$ cat src/rtl/fx_band_pkg.sv
// Shared widths, FSM encoding and sign-magnitude helper for the band power detector.
package fx_band_pkg;

   localparam int unsigned DATA_W = 16;
   localparam int unsigned MAG_W  = 15;
   localparam int unsigned SQ_W   = 30;

   typedef enum logic [1:0] {
      ST_IDLE  = 2'd0,
      ST_ACCUM = 2'd1,
      ST_DUMP  = 2'd2
   } state_t;

   // Drop the sign bit; negative zero naturally maps to magnitude 0.
   function automatic logic [MAG_W-1:0] sm_to_mag(input logic [DATA_W-1:0] x);
      return MAG_W'(x & DATA_W'({MAG_W{1'b1}}));
   endfunction

endpackage

$ cat src/rtl/sm_square.sv
// Pipeline stages S1 (registered magnitude) and S2 (registered square) with a
// window-last tag carried alongside each sample.
module sm_square
   import fx_band_pkg::*;
(
   input  logic              clk_slow,
   input  logic              rst,
   input  logic              flush,
   input  logic              in_valid,
   input  logic              in_last,
   input  logic [DATA_W-1:0] band_in,
   output logic              sq_valid,
   output logic              sq_last,
   output logic [MAG_W-1:0]  sq_mag,
   output logic [SQ_W-1:0]   sq_val
);

   logic             s1_valid;
   logic             s1_last;
   logic [MAG_W-1:0] s1_mag;

   always_ff @(posedge clk_slow) begin
      if (!rst) begin
         s1_valid <= 1'b0;
         s1_last  <= 1'b0;
         s1_mag   <= '0;
         sq_valid <= 1'b0;
         sq_last  <= 1'b0;
         sq_mag   <= '0;
         sq_val   <= '0;
      end else if (flush) begin
         s1_valid <= 1'b0;
         sq_valid <= 1'b0;
      end else begin
         s1_valid <= in_valid;
         if (in_valid) begin
            s1_mag  <= sm_to_mag(band_in);
            s1_last <= in_last;
         end
         sq_valid <= s1_valid;
         if (s1_valid) begin
            sq_val  <= SQ_W'(s1_mag) * SQ_W'(s1_mag);
            sq_mag  <= s1_mag;
            sq_last <= s1_last;
         end
      end
   end

endmodule

$ cat src/rtl/band_power_detector.sv
// Windowed mean-square power and peak detector with hysteresis band flag.
// Results are staged when the last sample is accumulated and published one cycle later.
module band_power_detector
   import fx_band_pkg::*;
#(
   parameter int unsigned       WIN_LOG2  = 8,
   parameter logic [DATA_W-1:0] THRESH_HI = 16'h0100,
   parameter logic [DATA_W-1:0] THRESH_LO = 16'h0080
)
(
   input  logic              clk_slow,
   input  logic              rst,
   input  logic              en,
   input  logic              in_valid,
   input  logic [DATA_W-1:0] band_in,
   output logic [DATA_W-1:0] power_out,
   output logic [DATA_W-1:0] peak_out,
   output logic              power_valid,
   output logic              band_active
);

   localparam int unsigned         ACC_W     = SQ_W + WIN_LOG2;
   localparam int unsigned         PWR_SHIFT = WIN_LOG2 + SQ_W - DATA_W;
   localparam logic [WIN_LOG2-1:0] CNT_LAST  = '1;

   state_t              state_q;
   state_t              state_d;
   logic                commit_c;
   logic                accept_c;
   logic                window_done_c;
   logic [WIN_LOG2-1:0] cnt;
   logic                sq_valid;
   logic                sq_last;
   logic [MAG_W-1:0]    sq_mag;
   logic [SQ_W-1:0]     sq_val;
   logic [ACC_W-1:0]    acc;
   logic [ACC_W-1:0]    sum_c;
   logic [MAG_W-1:0]    peak;
   logic [MAG_W-1:0]    max_c;
   logic [DATA_W-1:0]   res_power;
   logic [MAG_W-1:0]    res_peak;

   assign accept_c      = en & in_valid;
   assign window_done_c = en & sq_valid & sq_last;
   assign sum_c         = acc + ACC_W'(sq_val);
   assign max_c         = (sq_mag > peak) ? sq_mag : peak;

   always_ff @(posedge clk_slow) begin
      if (!rst) begin
         cnt <= '0;
      end else if (!en) begin
         cnt <= '0;
      end else if (accept_c) begin
         cnt <= cnt + WIN_LOG2'(1);
      end
   end

   sm_square u_sm_square (
      .clk_slow (clk_slow),
      .rst      (rst),
      .flush    (!en),
      .in_valid (accept_c),
      .in_last  (cnt == CNT_LAST),
      .band_in  (band_in),
      .sq_valid (sq_valid),
      .sq_last  (sq_last),
      .sq_mag   (sq_mag),
      .sq_val   (sq_val)
   );

   // S3: accumulate, or stage the finished window and restart from zero.
   always_ff @(posedge clk_slow) begin
      if (!rst) begin
         acc       <= '0;
         peak      <= '0;
         res_power <= '0;
         res_peak  <= '0;
      end else if (!en) begin
         acc  <= '0;
         peak <= '0;
      end else if (sq_valid) begin
         if (sq_last) begin
            res_power <= DATA_W'(sum_c >> PWR_SHIFT);
            res_peak  <= max_c;
            acc       <= '0;
            peak      <= '0;
         end else begin
            acc  <= sum_c;
            peak <= max_c;
         end
      end
   end

   always_ff @(posedge clk_slow) begin
      if (!rst) begin
         state_q <= ST_IDLE;
      end else begin
         state_q <= state_d;
      end
   end

   always_comb begin
      state_d = state_q;
      if (!en) begin
         state_d = ST_IDLE;
      end else begin
         case (state_q)
            ST_IDLE:  state_d = ST_ACCUM;
            ST_ACCUM: if (window_done_c) state_d = ST_DUMP;
            ST_DUMP:  state_d = ST_ACCUM;
            default:  state_d = ST_IDLE;
         endcase
      end
   end

   always_comb begin
      commit_c = 1'b0;
      if (state_q == ST_DUMP && en) begin
         commit_c = 1'b1;
      end
   end

   // Publish staged results; band flag follows the new power with hysteresis.
   always_ff @(posedge clk_slow) begin
      if (!rst) begin
         power_out   <= '0;
         peak_out    <= '0;
         power_valid <= 1'b0;
         band_active <= 1'b0;
      end else begin
         power_valid <= commit_c;
         if (commit_c) begin
            power_out <= res_power;
            peak_out  <= {1'b0, res_peak};
            if (res_power >= THRESH_HI) begin
               band_active <= 1'b1;
            end else if (res_power < THRESH_LO) begin
               band_active <= 1'b0;
            end
         end
      end
   end

endmodule

$ cat config.mk
export PLATFORM = sky130hd
export DESIGN_NAME = band_power_detector
export DESIGN_NICKNAME = d
export VERILOG_FILES = /design/src/rtl/fx_band_pkg.sv /design/src/rtl/sm_square.sv /design/src/rtl/band_power_detector.sv
export SDC_FILE = /design/constraint.sdc
export NUM_CORES = 1
export LEC_CHECK = 0
export BUFFER_PORTS_ARGS = -buffer_cell sky130_fd_sc_hd__buf_2
export CORE_UTILIZATION = 25
export DETAILED_ROUTE_END_ITERATION = 8
export GPL_ROUTABILITY_DRIVEN = 1
export HOLD_SLACK_MARGIN = 0.15
export PLACE_DENSITY = 0.38
export REMOVE_ABC_BUFFERS = 1
export SYNTH_ARGS = -nofsm -noshare
export SYNTH_HDL_FRONTEND = slang
export SYNTH_SLANG_ARGS = --single-unit
export TNS_END_PERCENT = 5
$ cat constraint.sdc
create_clock -name clk_slow -period 6.8 [get_ports clk_slow]
set_input_delay 1.36 -clock clk_slow [delete_from_list [all_inputs] [get_ports clk_slow]]
set_output_delay 1.36 -clock clk_slow [all_outputs]
set_load 0.01 [all_outputs]
==> results.sh <==
export IMPL_worstSkewPairLatency_ps=460
export IMPL_die_h_um=250
export IMPL_outcome="finished clean"
export IMPL_required_ps=7170
export IMPL_final_antenna_net_count=0
export IMPL_die_width_um=250
export IMPL_min_to="state_q[1]$_SDFFE_PN0P_"
export IMPL_syn_area_um2=15400
export IMPL_synth_area_leaders="dfxtp_1 25%, fa_1 18%, ha_1 11%"
export IMPL_drt_iter0_markers=526
export IMPL_final_common_cell="nand2_1"
export IMPL_synth_seq_area_share=0.246
export IMPL_ctsHoldBuffers=0
export IMPL_gp_congestion=0.777
export IMPL_ys_flop_type="dfxtp_1"
export IMPL_synth_cell_types=70
export IMPL_grt_max_degree=76
export IMPL_area_growth_pct=11.6
export IMPL_skew_ps=16.9
export IMPL_cts_buffers_inserted=17
export IMPL_grt_setup_unrepaired="no"
export IMPL_grt_overflow_total=0
export IMPL_holdPathStages=1
export IMPL_slew_violations=0
export IMPL_cts_root_buffer="clkbuf_16"
export IMPL_first_pass_iters=4
export IMPL_finalCritPeriodShare=0.947
export IMPL_fin_nets=2155
export IMPL_dpl_cell_area_um2=16600
export IMPL_grt_use_total=0.133
export IMPL_port_buffers=51
export IMPL_synthCells=1846
export IMPL_p_per_area_nw_per_um2=140
export IMPL_core_area_um2=60600
export IMPL_vias=11986
export IMPL_syn_area_per_cell_um2=8.34
export IMPL_ctsLongestPathBuffers=2
export IMPL_r2r_slack_ps=360
export IMPL_ff2ff_path_depth=21
export IMPL_drv_cap=0
export IMPL_max_freq_ghz=0.155
export IMPL_ys_ff_latch=189
export IMPL_initial_core_util=0.254
export IMPL_setup_violations=0
export IMPL_worst_path_max_fanout=7
export IMPL_vias_per_cell=4.51
export IMPL_max_slew_margin_rel=0.284
export IMPL_grt_pass1_wl_mm=66.8
export IMPL_cts_setup_buffers=0
export IMPL_hold_path_class="reg2reg"
export IMPL_drive_gt1_frac=0.0865
export IMPL_dp_cells=2624
export IMPL_antenna_found_initial=0
export IMPL_cellLeakagePower_nw=7.82
export IMPL_synth_area_leader_cell="dfxtp_1"
export IMPL_r2r_end="u_sm_square.sq_val[28]$_SDFFE_PN0P_"
export IMPL_numClockSinks=189
export IMPL_clkTransAtPathRegs_ps=80
export IMPL_synth_edf_count=0
export IMPL_start_kind="flip-flop"
export IMPL_cp_arrival_ps=6810
export IMPL_period_minus_slack_ps=6440
export IMPL_rows=90
export IMPL_tightestPinTransition_ps=1070
export IMPL_final_area_um2=17200
export IMPL_cts_resized=0
export IMPL_drc=0
export IMPL_cts_tree="yes"
export IMPL_yosysTopAreaCellShare=0.246
export IMPL_diodes=0
export IMPL_tns_ps=0
export IMPL_hold_viol_final=0
export IMPL_wire_per_inst_um=15.0
export IMPL_htreeDepth=4
export IMPL_ys_async_sr_fraction=0
export IMPL_criticalPathCategory="reg2reg"
export IMPL_yosysWarnings=0
export IMPL_hp_start="state_q[1]$_SDFFE_PN0P_"
export IMPL_vdd_drop_max_v=0.000171
export IMPL_dieArea_um2=62600
export IMPL_layout_common_cells="286 x nand2_1, 235 x inv_1, 183 x dfxtp_1"
export IMPL_dp_hpwl_mm=30.7
export IMPL_stdcell_count=2655
export IMPL_drt_wl_total_mm=39.7
export IMPL_grt_pass1_vias=12555
export IMPL_io_pins=54
export IMPL_worstReg2RegStart="u_sm_square.s1_mag[14]$_SDFFE_PN0P_"
export IMPL_end_kind="flip-flop"
routing by layer:
layer  GRT usage  share of wire  vias up
met1       0.175           0.49     5768
li1            -              -     6087
met2       0.229           0.48       97
met3      0.0140          0.016       34
met5           0              0        -
met4      0.0382          0.016        0
where the power goes:
part	switching (W)	total [W]	internal, W	leakage [nW]
logic	0.000155	0.000241	0.0000861	6.01
clock network	0.000509	0.00103	0.000520	0.286
registers	0.0000138	0.00113	0.00111	1.53
kinds of logic after synthesis:
logic type               after synthesis  synth area share
adder cells (fa/ha/maj)              274             0.290
AO/OA/AOI/OAI                        376             0.157
other                                  1          0.000244
multiplexers                           5           0.00341
AND/OR/NAND/NOR                      602             0.184
flip-flops                           189             0.246
buffers and inverters                332            0.0815
XOR/XNOR                              67            0.0381
stage by stage:
step / hold WS (ps) / setup slack (ps) / utilization / total power [W]
after floorplan: 415 / 594 / - / 0.00131
after global placement: 424 / 282 / 0.274 / 0.00140
after detailed placement: 443 / 314 / 0.274 / 0.00140
after CTS: 455 / 237 / 0.283 / 0.00244
after global routing: 473 / 8.67 / 0.283 / 0.00252
final: 446 / 361 / 0.283 / 0.00240
worst max-delay path by stage:
stage	depth (start not counted)	from	to
3_5_place_dp	21	u_sm_square.s1_mag[5]$_SDFFE_PN0P_	u_sm_square.sq_val[28]$_SDFFE_PN0P_
5_1_grt	20	u_sm_square.s1_mag[12]$_SDFFE_PN0P_	u_sm_square.sq_val[27]$_SDFFE_PN0P_
6_report	21	u_sm_square.s1_mag[14]$_SDFFE_PN0P_	u_sm_square.sq_val[28]$_SDFFE_PN0P_
3_3_place_gp	22	u_sm_square.s1_mag[14]$_SDFFE_PN0P_	u_sm_square.sq_val[27]$_SDFFE_PN0P_
2_1_floorplan	22	u_sm_square.s1_mag[3]$_SDFFE_PN0P_	u_sm_square.sq_val[28]$_SDFFE_PN0P_
4_1_cts	21	u_sm_square.s1_mag[5]$_SDFFE_PN0P_	u_sm_square.sq_val[27]$_SDFFE_PN0P_
cell type report:
cell class	count	area, um2
Fill cell	6539	43400
Multi-Input combinational cell	1325	10400
Sequential cell	189	3790
Tap cell	782	978
Inverter	236	888
Timing Repair Buffer	92	563
Clock buffer	17	425
Clock inverter	14	151
worst max-delay path, stage by stage, from the launching register on:
cell	delay [ps]
dfxtp_1	440
and2_1	240
fa_1	530
inv_1	70
fa_1	530
inv_1	50
fa_1	500
fa_1	510
fa_1	540
inv_1	50
fa_1	520
inv_1	40
ha_1	370
o21a_1	230
a21oi_1	180
o21ai_1	120
a211oi_2	240
nor2_1	60
or4_1	530
a211oi_2	280
xnor2_1	90
a211oi_1	210
sequential cells by signal, indices dropped and copies added, names as in the netlist, 8 cells and up:
register,cells
u_sm_square.sq_val,29
power_out,16
res_power,16
u_sm_square.sq_mag,14
acc,38
peak_out,15
cnt,8
u_sm_square.s1_mag,15
peak,15
res_peak,15
Yosys cell counts (20+ instances only):
cell and n:
xor2_1 20, nand3_1 31, a21o_1 42, inv_1 235
fa_1 137, and2_1 56, a21oi_1 173, nor2b_1 26
nor2_1 89, clkbuf_1 88, nand2b_1 41, o21ai_0 41
nand2_1 287, dfxtp_1 189, xnor2_1 47, ha_1 137
Note: power is estimated with default switching activity, not from simulation.
